===== config.mk =====
export PLATFORM = sky130hd
export DESIGN_NAME = stm_update_ctrl
export DESIGN_NICKNAME = d
export VERILOG_FILES = /design/src/rtl/stm_update_ctrl.sv
export SDC_FILE = /design/constraint.sdc
export NUM_CORES = 1
export LEC_CHECK = 0
export CAP_MARGIN = 20
export CORE_MARGIN = 5
export CORE_UTILIZATION = 45
export CTS_CLUSTER_DIAMETER = 40
export CTS_CLUSTER_SIZE = 16
export DETAILED_ROUTE_END_ITERATION = 8
export PLACE_DENSITY = 0.76
export SETUP_SLACK_MARGIN = 0.02
export SYNTH_ARGS = -nofsm -noshare
export SYNTH_HDL_FRONTEND = slang
export SYNTH_SLANG_ARGS = --single-unit

===== constraint.sdc =====
create_clock -name CLK -period 4 [get_ports CLK]
set_input_delay 0.8 -clock CLK [delete_from_list [all_inputs] [get_ports CLK]]
set_output_delay 0.8 -clock CLK [all_outputs]
set_load 0.005 [all_outputs]

===== src/rtl/stm_update_ctrl.sv =====
// STM update scheduler: issues UPDATE every max(PERIOD,2) clocks, collects DEPTH beats, flags overruns.
// Optional saturating overrun counter enabled by defining STM_UPDATE_CTRL_OVERRUN_CNT_EN.
module stm_update_ctrl #(
   parameter int DEPTH    = 249,
   parameter int PERIOD_W = 16
) (
   input  logic                CLK,
   input  logic                RST,
   input  logic                ENABLE,
   input  logic [PERIOD_W-1:0] PERIOD,
   input  logic                DOUT_VALID,
   input  logic                CLR_OVERRUN,
   output logic                UPDATE,
   output logic                BUSY,
   output logic                OVERRUN,
   output logic [15:0]         UPDATE_CNT,
   output logic [15:0]         OVERRUN_CNT
);
   localparam int                BEAT_W    = $clog2(DEPTH + 1);
   localparam logic [BEAT_W-1:0] LAST_BEAT = BEAT_W'(DEPTH - 1);
   localparam logic [BEAT_W-1:0] FULL_BEAT = BEAT_W'(DEPTH);

   typedef enum logic [1:0] {S_IDLE, S_ISSUE, S_COLLECT, S_WAIT} state_t;

   state_t              state, state_nxt;
   logic [BEAT_W-1:0]   beat, beat_nxt;
   logic [PERIOD_W-1:0] tick, tick_nxt;
   logic [PERIOD_W-1:0] per, per_nxt;
   logic [PERIOD_W-1:0] p_eff, tick_dec;
   logic                last_beat, ovr_evt;

   assign p_eff     = (PERIOD < PERIOD_W'(2)) ? PERIOD_W'(2) : PERIOD;
   assign tick_dec  = (tick == '0) ? '0 : tick - PERIOD_W'(1);
   assign last_beat = DOUT_VALID && (beat == LAST_BEAT);

   always_comb begin
      state_nxt = state;
      beat_nxt  = beat;
      tick_nxt  = tick;
      per_nxt   = per;
      ovr_evt   = 1'b0;
      case (state)
         S_IDLE: begin
            if (ENABLE) state_nxt = S_ISSUE;
         end
         S_ISSUE: begin
            // tick is loaded one below P-1 because it is first seen the cycle after ISSUE
            per_nxt   = p_eff;
            tick_nxt  = p_eff - PERIOD_W'(2);
            beat_nxt  = '0;
            state_nxt = S_COLLECT;
         end
         S_COLLECT: begin
            tick_nxt = tick_dec;
            if (DOUT_VALID && (beat != FULL_BEAT)) beat_nxt = beat + BEAT_W'(1);
            if (last_beat) begin
               if (!ENABLE)          state_nxt = S_IDLE;
               else if (tick == '0)  state_nxt = S_ISSUE;
               else                  state_nxt = S_WAIT;
            end else if (tick == '0) begin
               // slot expired with beats outstanding: skip it and keep collecting
               ovr_evt  = 1'b1;
               tick_nxt = per - PERIOD_W'(1);
            end
         end
         S_WAIT: begin
            tick_nxt = tick_dec;
            if (!ENABLE)          state_nxt = S_IDLE;
            else if (tick == '0)  state_nxt = S_ISSUE;
         end
         default: state_nxt = S_IDLE;
      endcase
   end

   always_ff @(posedge CLK) begin
      if (RST) begin
         state      <= S_IDLE;
         beat       <= '0;
         tick       <= '0;
         per        <= '0;
         UPDATE     <= 1'b0;
         BUSY       <= 1'b0;
         OVERRUN    <= 1'b0;
         UPDATE_CNT <= '0;
      end else begin
         state  <= state_nxt;
         beat   <= beat_nxt;
         tick   <= tick_nxt;
         per    <= per_nxt;
         UPDATE <= (state_nxt == S_ISSUE);
         BUSY   <= (state_nxt == S_ISSUE) || (state_nxt == S_COLLECT);
         if (state_nxt == S_ISSUE) UPDATE_CNT <= UPDATE_CNT + 16'd1;
         if (ovr_evt)          OVERRUN <= 1'b1;
         else if (CLR_OVERRUN) OVERRUN <= 1'b0;
      end
   end

`ifdef STM_UPDATE_CTRL_OVERRUN_CNT_EN
   always_ff @(posedge CLK) begin
      if (RST)
         OVERRUN_CNT <= '0;
      else if (ovr_evt && (OVERRUN_CNT != 16'hFFFF))
         OVERRUN_CNT <= OVERRUN_CNT + 16'd1;
   end
`else
   assign OVERRUN_CNT = '0;
`endif

endmodule

Word level (Yosys, flattened, before mapping). Index checks and enable logic that the tools add are counted.

Output and inout port bits: 35. Latch bits: 0. Input port bits: 21. Register bits after elaboration: 61. ROM bits: 0. Bits in writable memories: 0. Logic and storage cells: 50. Memories kept: 0.

Magnitude comparators: 1. Bitwise logic cells: 0. $add $sub $neg: 5. Shift-type cells: 0. Divide/modulo/power cells: 0. Reduce and logical (&&, ||, !) cells: 9. Equal/unequal tests: 8. Mux-type cells: 19. $mul: 0.

Operator list (count): $mux W16 (4); $pmux W16 S3 (1); $sub A16 B1 Y16 const B (2); $add A16 B1 Y16 const B (1); $logic_not A16 Y1 (1); $lt A16 B2 Y1 const B (1); $pmux W8 S2 (1); $sub A16 B2 Y16 const B (1); $mux W2 (6); $add A8 B1 Y8 const B (1); $eq A8 B8 Y1 const B (1); $mux W8 (1); $ne A8 B8 Y1 const B (1); $pmux W2 S4 (1); $eq A2 B2 Y1 const B (3); $mux W1 (5); $eq A2 B1 Y1 const B (2); $reduce_bool A2 Y1 (2); $reduce_bool A3 Y1 (1); $logic_and A1 B1 Y1 (2); $logic_not A2 Y1 (1); $ne A2 B2 Y1 const B (1); $reduce_and A2 Y1 (1); $logic_or A1 B1 Y1 (1).

Logic depth before layout (Yosys ltp).
Word-level depth: 7. Depth in mapped cells: 13. Gate-level depth less buffers: 11.

Least setup slack after synthesis. OpenSTA, ideal clock, no wires.

Path kind: input port to flip-flop. Start point: input PERIOD[12]. End point: register tick[15]. Slack: 0.678 ns. Setup time: 0.132 ns. Required time: 3.868 ns. Stages on the path: 12. Buffers on the path: 1. Arrival: 3.191 ns. Cells stage by stage: or4_4 > or4_4 > buf_6 > or2_4 > nor2b_4 > ha_1 > nor3b_1 > nand2_1 > or3_1 > a31oi_1 > a221oi_1 > nor3_2.

Word-level cells in the longest chain between the ends: 4.

Ends and longest elaborated chain: start: declaration (line 10) `input logic [PERIOD_W-1:0] PERIOD,`; $lt A16 B2 Y1 (line 32) `assign p_eff = (PERIOD < PERIOD_W'(2)) ? PERIOD_W'(2) : PERIOD;`; $mux W16 (*) (line 32); $sub A16 B2 Y16 (*) (line 49) `tick_nxt = p_eff - PERIOD_W'(2);`; $pmux W16 S3 (*) (line 42) `case (state)`; end signal: assignment (line 88) `tick <= tick_nxt;`; end: declaration (line 27) `logic [PERIOD_W-1:0] tick, tick_nxt;`.

Every way passes the cells marked *; elsewhere a longest branch is shown, timed or not. A chain may end at the register's enable or synchronous reset.

Worst setup path after layout. Same ends and word-level chain as after synthesis.

==> parameters.txt <==
Parameter                              Value

Outcome
  Status ... completed

Pwr
  Combinational power share ... roughly 28%
  Maximum resistive drop on vdd ... 254 uV
  Switching Power ... between 0.6 and 0.7 mW
  Clock power share ... a little under a third
  Cell-internal power ... roughly 1.2 mW
  Areal power density over the cells ... a little over 400 nW/um^2
  Switching power as a share of total power ... roughly a third
  Sequential share of power ... between 40% and 50%
  Static leakage ... approximately 1.6 nW

GRT
  Overall overflow remaining after global route ... 0
  Grt met1 use ... a little under a quarter
  Busiest grt layer ... met2
  Global-route track usage on met2 ... between 30% and 40%
  Maximum number of pins on one net before global-route repair ... 64
  Global routing usage on met3 ... ~6.6%
  Via count of the first global-routing pass ... 3294
  GR Util All Layers ... between 10% and 20%
  Initial antenna violation count ... 0
  Global-route wire length before repair ... ~16000 um

STA
  Count of final setup violators ... 0
  Number of hold violations in the final report ... 0
  Count of final max-slew check failures ... 0
  Largest clock skew in the final design ... ~8.0 ps
  Final critical-path setup slack ... between 400 and 500 ps
  Maximum clock rate ... approximately 0.28 GHz
  Time the worst path needs with I/O delays and setup ... 3590 ps
  Transition time at the pin with the least slew margin ... just over 700 ps
  Total negative slack ... 0 ps
  Crit share post-route ... between 80 and 90%
  Tightest slew margin relative to the limit ... 51.2%
  RSZ-0062 raised after global routing ... no

Finish
  Layout cell share with drive strength beyond 1 ... approximately 7.7%
  Diodes inserted ... 0
  Register area ... 1220 sq um
  Area of combinational cells with multiple inputs ... ~2200 sq um
  Filler instances ... 720
  Most frequent standard cell in the layout excluding fill and tap cells ... dfxtp_1
  Commonest non-fill, non-tap cells in the layout ... dfxtp_1, nor2_1, nand2_1
  P&R area growth vs syn ... 17.5%
  Number of nets at the end of the flow ... 533

Worst hold path
  Path category of the worst min-delay check ... reg2reg

Floorplan
  Starting Density ... a little under half
  Floorplan row count ... 32
  Chip width ... between 90 and 100 um
  Placeable core region ... about 8000 sq um
  Chip height ... 99.9 um
  Area enclosed by the die boundary ... between 9000 and 10000 sq um
  I/O Pins ... 56

Setup path
  Nature of the critical path endpoint ... register
  Critical-path top delay cell ... or4_4
  Required time at the worst-slack endpoint ... between 4000 and 5000 ps
  Data arrival at the endpoint of the critical path ... approximately 3800 ps
  Critical path startpoint category ... input pin
  Critical path start-end classification ... in2reg
  Sequence of cells on the critical path ... clkdlybuf4s50_1 > or4_4 > or4_4 > or2_4 > nor2b_4 > ha_1 > nor3b_1 > nand2_1 > or3_1 > a31oi_1 > a221oi_1 > nor3_2
  CP Buf/Inv Count ... 1
  Most common cell on crit path ... or4_4
  Highest fanout seen on the critical path ... 4
  Delay of the slowest critical-path stage ... 580 ps
  CP delay by family, top ... simple AND/OR/NAND/NOR gates

Logic synthesis
  Count of flip-flops with a built-in enable after synthesis ... 0
  Number of flip-flops and latches in the synthesized netlist ... 61
  Asr flop ratio synth ... 0%
  Synthesized cell area ... 3640 sq um
  Yosys cell types ... 56
  Main synth FF type ... dfxtp_1
  Post-synthesis cell count ... 469
  Yosys warnings ... 0
  Post-synthesis sequential area ratio ... 33.6%
  Synthesized area per cell ... slightly below 8 sq um

Drt
  Average vias per placed instance ... ~5.6
  Iteration-0 DRC Markers ... 185
  Post-detailed-route count of antenna-violating nets ... 0
  Post-detailed-routing wire length ... 9160 um
  Average wire per cell in the routed design ... roughly 15 um
  Routed vias ... about 3.4k
  Detailed Routing Iterations Pass 1 ... 5
  Final routed DRC violation total ... 0

Clock tree
  Post-CTS setup-driven buffer insertion count ... 0
  Cell at the root of the clock tree ... clkbuf_8
  Cts bufs inserted ... 9
  Number of hold buffers added after cts ... 0
  Number of levels the H-tree was split into ... 3
  Clock sinks ... ~60
  Gates resized, CTS repair ... 0
  Clock tree from TritonCTS ... done
  CTS clock-pin slew for the worst setup and hold paths ... around 70 ps
  Deepest clock path buffer count ... 2
  Clock latency on the worst-skew pair ... 350 ps

Placed design
  Number of port buffers ... 39
  Routability Congestion ... around 0.85
  Worst slack after detailed placement ... ~19 ps
  Detailed-placement wirelength estimate ... around 6600 um

Run
  Max-capacitance violation count ... 0
worst min-delay path, delay by kind of cell (launching register included):
kind | cells | cell delay [ps]
DFF | 1 | 310
and+or+nand+nor | 1 | 60
AOI/OAI and AO/OA | 1 | 60
registers in the layout, summed over array words and instances (netlist names):
signal and flops:
UPDATE_CNT 16, per 16, tick 16, beat 8, state 2, BUSY 1, OVERRUN 1, UPDATE 1
cell type report:
type | instances | share of cell area [%]
multi-input combinational | 371 | 51.7
clock buffer | 9 | 2.90
tap | 102 | 2.98
clock inverter | 7 | 1.78
inverter | 12 | 1.05
sequential | 61 | 28.5
timing repair buffer | 48 | 11.1
routing by layer:
metal  vias to the layer above  wire length, um
li1                       1675                -
met5                         -                0
met3                        16              585
met4                         0              105
met1                      1601             3920
met2                       108             4550
cells in the mapped netlist (3+ instances only):
master | number | share of area, %
nor2_1 | 56 | 5.8
o31ai_1 | 3 | 0.62
nor4_1 | 10 | 1.7
nand3b_1 | 6 | 1.2
nand4_1 | 7 | 1.2
nand2_1 | 54 | 5.6
inv_1 | 12 | 1.2
a31oi_1 | 5 | 0.86
or3_1 | 9 | 1.5
nand2b_1 | 6 | 1.0
ha_1 | 9 | 3.1
nand3_1 | 7 | 0.96
xor2_1 | 25 | 6.0
o21ai_0 | 9 | 1.2
buf_4 | 16 | 3.3
nor2b_1 | 3 | 0.52
a21oi_1 | 43 | 5.9
nand4b_1 | 4 | 0.96
and3_1 | 5 | 0.86
clkbuf_1 | 22 | 2.3
or4_1 | 4 | 0.83
o22ai_1 | 7 | 1.2
o21a_1 | 3 | 0.62
nor3_1 | 24 | 3.3
dfxtp_1 | 61 | 34
xnor2_1 | 19 | 4.6
power by group through the flow:
stage               registers (mW)  clock network [mW]  logic (mW)
finish                       0.706               0.552       0.500
global route                 0.713               0.593       0.556
CTS                          0.704               0.567       0.488
detailed placement           0.718                   0       0.484
global placement             0.715                   0       0.474
floorplan                    0.706                   0       0.369
path summary, 6_finish.rpt:
path         startpoint              to  slack (ps)  cells past startpoint
min             OVERRUN         OVERRUN         480                      2
max          PERIOD[12]        tick[15]         410                     12
max reg2reg     tick[0]  UPDATE_CNT[15]         810                     11
min reg2reg     OVERRUN         OVERRUN         480                      2
logic make-up after synthesis:
logic type	Yosys count	share of synthesized area (%)
compound gates	91	15.7
xor+xnor	44	10.6
fa+ha+maj	9	3.09
buf+inv	52	7.25
flops	61	33.6
mux	1	0.275
other cells	1	0.103
simple gates	210	29.4
through the flow:
step	hold slack, ps	cells	area (sq um)	util, %	total power, mW
after floorplan	449	484	3700	-	1.07
after CTS	481	609	4250	54.4	1.76
final	477	610	4280	54.8	1.76
after detailed placement	472	593	4050	51.9	1.20
after global placement	458	593	4050	51.9	1.19
after global routing	501	610	4280	54.8	1.86
(Power assumes the default switching activity.)
